`src/rtl/ttc_tx.sv`:
```
// TTC serializer: 16-bit frames MSB first, BIT_CYCLES clocks per bit, SYNC burst then data/idle frames.
// Accepted word reaches dataout the cycle after the next frame boundary; word_ready drops while the one-entry buffer is full or in SYNC.
module ttc_tx #(
  parameter int          BIT_CYCLES  = 4,
  parameter logic [15:0] SYNC_WORD   = 16'hF0F0,
  parameter logic [15:0] IDLE_WORD   = 16'hAAAA,
  parameter int          SYNC_FRAMES = 8
) (
  input  logic        clk640,
  input  logic        rst,
  input  logic [15:0] word_in,
  input  logic        word_valid,
  output logic        word_ready,
  input  logic        resync,
  output logic        dataout,
  output logic        frame_start,
  output logic        is_data,
  output logic [15:0] tx_count
);

  localparam int PW = (BIT_CYCLES > 1) ? $clog2(BIT_CYCLES) : 1;
  localparam int SW = (SYNC_FRAMES > 1) ? $clog2(SYNC_FRAMES) : 1;
  localparam logic [PW-1:0] PH_LAST   = PW'(BIT_CYCLES - 1);
  localparam logic [SW-1:0] SYNC_LAST = SW'(SYNC_FRAMES - 1);

  localparam logic [0:0] ST_SYNC = 1'b0;
  localparam logic [0:0] ST_RUN  = 1'b1;

  logic [0:0]    state;
  logic [PW-1:0] phase;
  logic [3:0]    bit_idx;
  logic [SW-1:0] sync_cnt;
  logic [15:0]   shreg;
  logic [15:0]   buf_word;
  logic          buf_full;
  logic          resync_pend;
  logic          primed;
  logic [15:0]   tx_cnt;

  logic last_phase;
  logic boundary;
  logic accept;

  // The first edge after reset behaves as a boundary so the first SYNC frame starts immediately.
  assign last_phase  = (phase == PH_LAST);
  assign boundary    = !primed || (last_phase && (bit_idx == 4'd0));
  assign word_ready  = (state == ST_RUN) && !buf_full;
  assign accept      = word_valid && word_ready;
  assign dataout     = shreg[15];
  assign tx_count    = tx_cnt;

  always_ff @(posedge clk640 or posedge rst) begin
    if (rst) begin
      state       <= ST_SYNC;
      phase       <= '0;
      bit_idx     <= 4'd0;
      sync_cnt    <= '0;
      shreg       <= 16'h0000;
      buf_word    <= 16'h0000;
      buf_full    <= 1'b0;
      resync_pend <= 1'b0;
      primed      <= 1'b0;
      tx_cnt      <= 16'h0000;
      frame_start <= 1'b0;
      is_data     <= 1'b0;
    end else begin
      frame_start <= boundary;

      if (accept) begin
        buf_word <= word_in;
        buf_full <= 1'b1;
      end

      if (resync) begin
        resync_pend <= 1'b1;
      end

      if (boundary) begin
        primed      <= 1'b1;
        phase       <= '0;
        bit_idx     <= 4'd15;
        // A pulse landing on the boundary itself is held for the following boundary.
        resync_pend <= resync;
        if (primed && is_data) begin
          tx_cnt <= tx_cnt + 16'd1;
        end

        if (!primed) begin
          shreg   <= SYNC_WORD;
          is_data <= 1'b0;
        end else if (resync_pend) begin
          state    <= ST_SYNC;
          sync_cnt <= '0;
          shreg    <= SYNC_WORD;
          is_data  <= 1'b0;
        end else if ((state == ST_SYNC) && (sync_cnt != SYNC_LAST)) begin
          sync_cnt <= sync_cnt + 1'b1;
          shreg    <= SYNC_WORD;
          is_data  <= 1'b0;
        end else begin
          state    <= ST_RUN;
          sync_cnt <= '0;
          if (buf_full) begin
            shreg    <= buf_word;
            buf_full <= 1'b0;
            is_data  <= 1'b1;
          end else begin
            shreg   <= IDLE_WORD;
            is_data <= 1'b0;
          end
        end
      end else if (last_phase) begin
        phase   <= '0;
        bit_idx <= bit_idx - 4'd1;
        shreg   <= {shreg[14:0], 1'b0};
      end else begin
        phase <= phase + 1'b1;
      end
    end
  end

endmodule
```
`config.mk`:
```
export PLATFORM = sky130hd
export DESIGN_NAME = ttc_tx
export DESIGN_NICKNAME = d
export VERILOG_FILES = /design/src/rtl/ttc_tx.sv
export SDC_FILE = /design/constraint.sdc
export NUM_CORES = 1
export LEC_CHECK = 0
export ABC_AREA = 1
export CAP_MARGIN = 20
export CORE_MARGIN = 1.5
export CORE_UTILIZATION = 40
export DETAILED_ROUTE_END_ITERATION = 8
export GPL_TIMING_DRIVEN = 1
export PLACE_DENSITY = 0.6
export REMOVE_ABC_BUFFERS = 1
export SLEW_MARGIN = 5
export SYNTH_ARGS = -nofsm -noshare
export SYNTH_HDL_FRONTEND = slang
export SYNTH_SLANG_ARGS = --single-unit
```
`constraint.sdc`:
```
create_clock -name clk640 -period 2.54 [get_ports clk640]
set_input_delay 0.508 -clock clk640 [delete_from_list [all_inputs] [get_ports clk640]]
set_output_delay 0.508 -clock clk640 [all_outputs]
set_load 0.02 [all_outputs]
```
After elaboration in Yosys (flattened, before gate mapping):

Cells that the tools add are included.

* register bits: 63
* input bits: 20
* output and inout port bits: 20
* word-level logic and storage cells: 60

* $add $sub $neg: 4
* eq/ne operators: 3
* mux-type cells: 26
* bitwise gates (word level): 1
* reduce and logical (&&, ||, !) cells: 14

Operator list (count)
* 2-to-1 mux 16 bit: 6
* adder 16 x 1 -> 16 bit, second input constant: 1
* 2-to-1 mux 1 bit: 14
* 2-to-1 mux 4 bit: 2
* 2-to-1 mux 3 bit: 2
* logical AND 1 bit: 5
* zero test 4 bit: 1
* 2-to-1 mux 2 bit: 2
* AND reduction 2 bit: 2
* nonzero test 2 bit: 2
* subtractor 4 x 1 -> 4 bit, second input constant: 1
* adder 3 x 1 -> 3 bit, second input constant: 1
* != test 3 bit, second input constant: 1
* AND reduction 3 bit: 1
* adder 2 x 1 -> 2 bit, second input constant: 1
* equality test 2 bit, second input constant: 1
* zero test 1 bit: 2
* != test 2 bit, second input constant: 1
* logical OR 1 bit: 1
* inverter 1 bit: 1

Depth between registers and ports, before layout:

* depth in word-level cells: 9
* depth in mapped cells: 12

Least setup slack after synthesis:

Ideal clock, no wire load.

* path kind: reg2reg
* start: register bit_idx[0]
* end: register tx_cnt[14] (netlist: tx_count[14])
* library setup time: 0.117 ns
* arrival: 1.415 ns
* required time: 2.423 ns
* slack: 1.008 ns
* stages on the path, launching flop included: 11
* path buffers: 1
* cell sequence: dfrtp_1 inv_1 ha_1 inv_1 nor2_1 nand3_2 nor2_4 buf_6 nand3_1 nand2_1 nand2_1

* longest elaborated chain between the ends: 4

RTL lines
* start, declared: line 31 `logic [3:0] bit_idx;`
* start signal, assigned: line 114 `bit_idx <= bit_idx - 4'd1;`
* zero test 4 bit: line 46 `assign boundary = !primed || (last_phase && (bit_idx == 4'd0));`
* logical AND 1 bit: line 46
* logical OR 1 bit: line 46
* AND reduction 2 bit (no line)
* end signal, assigned: line 85 `tx_cnt <= tx_cnt + 16'd1;`
* end, declared: line 38 `logic [15:0] tx_cnt;`

No other way between the ends.
A chain may end at the register's enable or synchronous reset.

Worst setup path after layout:

* start: register buf_full
* end: output word_ready

* longest elaborated chain between the ends: 2

RTL lines
* start, declared: line 35 `logic buf_full;`
* start signal, assigned: line 60 `buf_full <= 1'b0;`
* start signal, assigned: line 71 `buf_full <= 1'b1;`
* start signal, assigned: line 105 `buf_full <= 1'b0;`
* zero test 1 bit: line 47 `assign word_ready = (state == ST_RUN) && !buf_full;`
* logical AND 1 bit: line 47
* end, declared: line 13 `output logic word_ready,`

No other way between the ends.

==> flow_metrics.tcl <==
set metrics [dict create \
    worst_pin_slew_ps 645 \
    synth_seq_cells 63 \
    hold_end "phase[0]" \
    yosysTopAreaCellShare 0.490 \
    peakVddDrop_mv 0.355 \
    port_buffers 39 \
    period_needed_ps 2180 \
    viasPerCell 4.82 \
    dpl.hpwl_mm 4.69 \
    async_flop_share 1.00 \
    cap_violations 0 \
    status "complete, no violations" \
    pre_cts_ws_ps 624 \
    syn_area_mm2 0.00322 \
    slew_headroom 0.568 \
    postSynthCellCount 395 \
    netlist-cell-type-count 27 \
    finalNetCount 460 \
    fp.dieW_um 92.7 \
    core_area_mm2 0.00777 \
    synth-seq-area-share 0.490 \
    drive_above_1_share 0.0934 \
    grt_max_degree 27 \
    finalHoldViolCount 0 \
    holdPathStages 1 \
    antenna_found_initial 0 \
    reg2reg_to "shreg[13]" \
    power.leakage_nw 1.81 \
    drt_wl_total_mm 6.54 \
    cts_tree "done" \
    slowest_delay_ps 630 \
    clk_latency_ps 340 \
    rows 32 \
    die_h_um 92.7 \
    clk_pin_slew_ps 60 \
    rsz0062_at_grt "no" \
    critPathKind "reg2out" \
    grt_overflow 0 \
    die-area_mm2 0.00859 \
    post-route-util 0.492 \
    layout.cells.non_filler 541 \
    hold_class "reg2reg" \
    yosysWarnings 0 \
    fin_skew_ps 5.79 \
    synth_edf_count 0 \
    holdCritStartpoint "phase[0]" \
    cp_num_buf_inv 1 \
    num_vias 2607 \
    synth_largest_area_cell "dfrtp_1" \
    crit_path_start_kind "flip-flop" \
    setup_viol 0 \
    io_pins 40 \
    avgSynthCellArea_um2 8.14 \
    grt_pass1_vias 2484 \
    wl_per_cell_um 12.1 \
    postCtsHoldBufs 0 \
    setup_tns_ps 0 \
    initial_core_util 0.414 \
    post_cts_buffers 0 \
    required_ps 2030 \
    r2r_cells 9 \
    drtIter0Drc 159 \
    worst_slack_ps 358 \
    num_antenna_cells 0 \
    synth.most_common_cell "nand2_1" \
    netlist_top_cells_count "123 x nand2_1, 63 x dfrtp_1, 40 x inv_1, 40 x nor2_1, 31 x nand3_1" \
    worstPathArrival_ps 1670 \
    post_cts_resized 0 \
    cts_max_path_buffers 2 \
    syn2layout_area_growth_pct 18.9 \
    clock.fmax_mhz 458 \
    track_usage 0.172 \
    slew_violations 0 \
    ff2ff_setup_slack_ps 610 \
    critPathTopFamily "buffers and inverters" \
    dr.pass1.iters 4 \
    cts.htree.levels 3 \
    cp_slowest_cell "clkdlybuf4s50_1" \
    timing.final.crit_share 0.859 \
    synthFlopType "dfrtp_1" \
    cp_max_fo 12 \
    detail-route-antenna-nets 0 \
    critPathCaptureType "primary output" \
    place_inst 526 \
    path_cells "nor2_1, clkdlybuf4s50_1" \
    gp_congestion 0.824 \
    drc_errors 0 \
    grt_pass1_wl_mm 11.5 \
    clock-root-buffer "clkbuf_8" \
    synthTopCellsByArea "dfrtp_1 49%, nand2_1 14%, nand3_1 4.8%" \
    powerDensity_mw_per_mm2 511 \
    numCtsBuffers 9 \
    p_total_mw 1.95 \
    rr_startpoint "sync_cnt[0]" \
    clock_sinks 63 \
]
## per-layer routing
metal | global-route usage | share of wire | vias to the layer above
li1 | - | - | 1332
met1 | 0.222 | 0.47 | 1223
met2 | 0.274 | 0.47 | 44
met3 | 0.0493 | 0.039 | 8
met4 | 0.0644 | 0.016 | 0
met5 | 0 | 0 | -
## worst reg2reg max path: cells and delay by family (launching register included)
family / cells / cell delay [ps]
DFF: 1 / 370
adders and majority gates: 2 / 340
buffers and inverters: 1 / 60
and+or+nand+nor: 6 / 1050
## layout make-up
| cell class | instances | area, µm² |
|---|---|---|
| Timing Repair Buffer | 43 | 433 |
| Clock inverter | 1 | 5.00 |
| Inverter | 44 | 165 |
| Tap cell | 102 | 128 |
| Multi-Input combinational cell | 274 | 1360 |
| Sequential cell | 63 | 1580 |
| Fill cell | 785 | 3940 |
| Clock buffer | 14 | 153 |
## logic make-up after synthesis
group	synth area share
and+or+nand+nor	0.319
DFF	0.490
buffers and inverters	0.0860
AOI/OAI and AO/OA	0.0459
muxes	0.0280
adders and majority gates	0.0194
xor gates and xnor gates	0.0109
other	0.00117
## worst max path at each step
stage	from	end	slack, ps	cells past startpoint
final	buf_full	word_ready	360	2
after global placement	sync_cnt[0]	shreg[7]	650	9
after detailed placement	sync_cnt[0]	shreg[13]	620	9
after global routing	buf_full	word_ready	260	2
after CTS	buf_full	word_ready	320	2
after floorplan	rst	bit_idx[0]	460	1
## placed cells by master, fill, tap and decap left out
master	n
clkinv_2	1
nand3_2	2
buf_4	3
clkdlybuf4s50_1	39
a21oi_1	11
buf_12	1
nor3_1	7
nor2_1	40
nor2_4	5
nand3b_1	4
xnor2_1	2
o211ai_1	1
mux2_2	8
conb_1	1
o21ai_2	2
o21bai_1	1
nand2_2	2
clkbuf_1	4
ha_1	5
inv_2	5
nand2_4	2
inv_1	39
xor2_1	2
nand4_1	13
nand3_1	31
o21ai_0	5
dfrtp_1	63
clkbuf_8	10
nand2_1	123
o21ai_1	7
## stage by stage
stage | hold slack (ps) | cell area [µm²]
6_report | 443 | 3820
5_1_grt | 465 | 3820
4_1_cts | 443 | 3820
3_5_place_dp | 434 | 3670
3_3_place_gp | 425 | 3670
2_1_floorplan | 410 | 3110
## registers in the layout (all words and copies together) (netlist names)
signal	count
is_data	1
primed	1
buf_word	16
buf_full	1
tx_count	16
frame_start	1
sync_cnt	3
resync_pend	1
state	1
bit_idx	4
phase	2
shreg	16
## power breakdown
group	internal [mW]	total (mW)	switching, mW
logic	0.0701	0.164	0.0943
clock network	0.375	0.725	0.350
registers	1.04	1.07	0.0227
total	1.49	1.95	0.467
Power figures use the tool's default switching activity.
==> RTL change 1, RTL diff (config.mk and constraints unchanged) <==
`SYNC_FRAMES`: 8 -> 32.
--- a/src/rtl/ttc_tx.sv
+++ b/src/rtl/ttc_tx.sv
@@ -6,3 +6,3 @@
   parameter logic [15:0] IDLE_WORD   = 16'hAAAA,
-  parameter int          SYNC_FRAMES = 8
+  parameter int          SYNC_FRAMES = 32
 ) (
Behaviour: same outputs for any inputs over 10 cycles, from zero or initial values and one cycle with rst high; that may be too few to reach the edited logic, so the function may still have changed.
==> RTL change 1 against the original RTL <==
- sequential share of layout area hardly changed
- routed wire length is 3.3% higher
- clock skew is 3.7 ps higher
- first-iteration DRC count is 31% lower
- synthesized area is 1.0% lower
- design area is 3.2% higher
- register-to-register slack better by 80 ps
- sequential cell count is 2 higher
- global-route usage is 0.57 points higher
- power is 15% higher
- worst setup slack worse by 5.6 ps
==> RTL change 1: results (changes against the original RTL) <==
| Metric | Value |
|---|---|
| Mux contribution to synthesized area | 3.183% (was 2.800%) |
| Sequential portion of the cell area | 41.22% (was 41.23%) |
| Outcome | complete, no violations (unchanged) |
| Achievable frequency | 457.2 MHz (was 458.3 MHz) |
| P_comb | 146 µW (was 164 µW) |
| Non-CTS buffers | 48 (was 43) |
| CLK BUF | 13 (was 14) |
| Vias in the first global route | 2551 (was 2484) |
| Total Routing Usage GR | 17.78% (was 17.22%) |
| Setup WS pre-CTS | 607.2 ps (was 623.8 ps) |
| Synth Area in XOR/XNOR | 1.925% (was 1.089%) |
| Drt wl/cell | 12.63 µm (was 12.09 µm) |
| LEAKAGE | 1.826 nW (was 1.809 nW) |
| Hold slack | 437.1 ps (was 443.3 ps) |
| Met3 usage | 3.483% (was 4.926%) |
| Via count | 2575 (was 2607) |
| GPL Wtd Cong | 0.7923 (was 0.8238) |
| #FFs+latches synth | 65 (was 63) |
| Final #Nets | 455 (was 460) |
| Switching portion of total power | 21.62% (was 23.87%) |
| Multi-input combinational area share | 34.21% (was 35.67%) |
| DRT met1 WL | 3.232 mm (was 3.104 mm) |
| Post-Synth Adder-Cell Area | 2.358% (was 1.945%) |
| Clock-cell share of area | 5.802% (was 4.123%) |
| Buffering overhead | 11.92% (was 11.32%) |
| Die area | 8505 µm² (was 8589 µm²) |
| VDD IR-drop max | 0.4089 mV (was 0.3552 mV) |
| Routed WL | 6.756 mm (was 6.540 mm) |
| Invs w/o clock | 38 (was 44) |
| Largest net degree at the start of global routing | 29 (was 27) |
==> RTL change 1: changes by cell type after synthesis, moves of 3 or more <==
cell / before / now
a21oi_1: 11 / 15
nand4_1: 13 / 6
nand3b_1: 4 / 1
o211ai_1: 1 / 5
xor2_1: 2 / 5
o21ai_1: 7 / 3
nor3_1: 7 / 1
buf_6: 7 / 1
buf_4: 0 / 3
nor2_4: 5 / 1
o21ai_0: 5 / 18
nand2_1: 123 / 109
nor2_1: 40 / 46
inv_1: 40 / 35
==> RTL change 1: path summary, 6_finish.rpt <==
path                             start          end  cells after the start
min in group asynchronous          rst  sync_cnt[0]                      2
hold / removal                phase[0]     phase[0]                      1
max in group asynchronous          rst     shreg[5]                      3
hold reg to reg               phase[0]     phase[0]                      1
setup reg to reg           sync_cnt[0]     shreg[5]                     11
setup / recovery              buf_full   word_ready                      2
==> RTL change 2, RTL diff (config.mk and constraints unchanged) <==
Without the edit above. Put one more register stage on the output `tx_count`. The value now appears one clock later. The other outputs are not delayed to match.
--- a/src/rtl/ttc_tx.sv
+++ b/src/rtl/ttc_tx.sv
@@ -49,3 +49,5 @@
   assign dataout     = shreg[15];
-  assign tx_count    = tx_cnt;
+  always_ff @(posedge clk640) begin
+    tx_count <= tx_cnt;
+  end
 
Check against the original RTL: same outputs for any inputs over 10 cycles, from zero or initial values and one cycle with rst high; that may be too few to reach the edited logic, so the function may still have changed.
==> RTL change 2 against the original RTL <==
- maximum frequency hardly changed
- sequential cell count increased by 16
- design area rose by 7.8%
- routed wire length increased by 0.34%
- synthesized area grew 7.9%
- worst setup slack improved by 1.1 ps
- critical path depth stayed put
- global-route usage down 0.93 points
- non-clock buffer count decreased by 1
- clock skew is 3.4 ps higher
- power increased by 17%
- via count decreased by 1.1%
==> RTL change 2: results (changes against the original RTL) <==
| Metric | Value |
|---|---|
| Outcome | complete, no violations (unchanged) |
| LEAKAGE | 1.931 nW (was 1.809 nW) |
| Pre-antenna DRT Iters | 4 (unchanged) |
| Slew margin rel. | 66.15% (was 56.85%) |
| CP top delay family | buffers and inverters (unchanged) |
| NetSw | 551.8 µW (was 466.6 µW) |
| Post CTS Setup Buffer Count | 0 (unchanged) |
| Clock Latency Late Sink | 350 ps |
| Total Routing Usage GR | 16.28% (was 17.22%) |
| Final #Nets | 458 (was 460) |
| Critical-path top delay cell | clkdlybuf4s50_1 (unchanged) |
| Layout cells sized above 1 | 10.73% (was 9.339%) |
| R2R setup slack | 720 ps (was 610 ps) |
| Post_cts resized | 0 (unchanged) |
| CTS Buf Count | 9 (unchanged) |
| Antenna Cells | 0 (unchanged) |
| HP Class | reg2reg (unchanged) |
| Post-synthesis cell type count | 29 (was 27) |
| Vias in the first global route | 2497 (was 2484) |
| IO buf count | 39 (unchanged) |
| GPL Wtd Cong | 0.7786 (was 0.8238) |
| Synth area leaders | dfrtp_1 (45%), nand2_1 (14%), dfxtp_1 (9.2%) (was dfrtp_1 (49%), nand2_1 (14%), nand3_1 (4.8%)) |
| First-pass GRT wire length | 11.45 mm (was 11.48 mm) |
| Clock buffer depth | 2 (unchanged) |
| Largest net degree at the start of global routing | 64 (was 27) |
| Ys async rst share | 79.75% (was 100.0%) |
| Worst path max stage delay | 620 ps |
| HPWL after DPL | 4.493 mm (was 4.685 mm) |
| Seq/Total Area, Yosys | 54.63% (was 49.01%) |
| Vias/cell | 4.748 (was 4.819) |
| Initial antenna violation count | 0 (unchanged) |
| Max FO, Critical Path | 10 (was 12) |
| Filler cells | 788 (was 785) |
| Synthesis Warnings | 0 (unchanged) |
| Synth top area share | 45.41% (was 49.01%) |
| Top post-synthesis cells by count | nand2_1 (126), dfrtp_1 (63), nor2_1 (36) (was nand2_1 (123), dfrtp_1 (63), inv_1 (40), nor2_1 (40), nand3_1 (31)) |
| Register clock-pin slew on the reported worst setup and hold paths | 80 ps (was 60 ps) |
| Detailed Route Iter0 Violations | 118 (was 159) |
| Drt wl/cell | 12.08 µm (was 12.09 µm) |
| Root buf cell | clkbuf_8 (unchanged) |
| CTS H-Tree Depth | 3 (unchanged) |
| Arrival time at the worst endpoint | 1670 ps (about the same) |
| Clock Skews | 9.163 ps (was 5.792 ps) |
| VDD IR-drop max | 0.3888 mV (was 0.3552 mV) |
[RTL change 2: cell types whose count changed in the layout (fill, tap and decap cells not counted), sizes merged, moves of 4 or more]
| cell | change |
|---|---|
| nor2 | -4 |
| o21ai | +17 |
| mux2 | +7 |
| nor3 | -7 |
| a21oi | -4 |
| dfxtp | +16 |
| nand3 | -17 |
| inv | -9 |
[RTL change 2: path summary, 6_finish.rpt]
kind / end / start / cells past startpoint
max in group asynchronous: buf_word[1] / rst / 3
worst min-delay path: tx_count[15] / tx_cnt[15] / 0
worst max register to register: tx_cnt[13] / bit_idx[0] / 9
worst max-delay path: word_ready / buf_full / 2
worst min register to register: tx_count[15] / tx_cnt[15] / 0
min in group asynchronous: primed / rst / 3
[RTL change 2: through the flow]
step	instance area (µm²)	hold slack, ps	setup WS (ps)	utilization (%)	instances
2_1_floorplan	3390	381.9	462.3	-	380
3_3_place_gp	3946	403.5	738.7	47.55	527
3_5_place_dp	3946	408.0	679.4	47.55	527
4_1_cts	4121	425.7	347.7	49.66	543
5_1_grt	4121	435.1	305.4	49.66	543
6_report	4121	428.5	359.2	49.66	543
[RTL change 2: layer usage]
| layer | routed length, µm | part of all wire (%) | track usage (%) |
|---|---|---|---|
| met1 | 3114 | 47 | 19.98 |
| met2 | 3147 | 48 | 27.46 |
| met3 | 251 | 3.8 | 4.344 |
| met4 | 48 | 0.73 | 5.760 |
| met5 | 0 | 0 | 0 |
[RTL change 2: power by group through the flow]
stage               clock (mW)  sequential (mW)  combinational (mW)
finish                   0.834             1.30               0.143
global route             0.911             1.31               0.166
CTS                      0.866             1.30               0.148
detailed placement           0             1.33               0.147
global placement             0             1.33               0.145
floorplan                    0             1.33              0.0782
[RTL change 2: final cells by class]
class / instances / area share, %
multi-input combinational: 265 / 32.94
inverter: 36 / 3.279
timing repair buffer: 42 / 10.32
sequential: 79 / 46.02
clock buffer: 11 / 3.430
tap: 105 / 3.188
clock inverter: 5 / 0.8197
[RTL change 2: worst register-to-register path: cells and delay by family (launching register included)]
kind                       cells  cell delay [ps]
and+or+nand+nor                7             1050
buffers and inverters          1               80
adders and majority gates      1              190
DFF                            1              390
[RTL change 2: cells by family after synthesis]
kind of cell	synth area share, %
other	0.1080
XOR/XNOR	1.730
AO/OA/AOI/OAI	5.982
flip-flops	54.63
AND/OR/NAND/NOR	24.61
buffers and inverters	6.270
adder cells (fa/ha/maj)	1.802
multiplexers	4.865
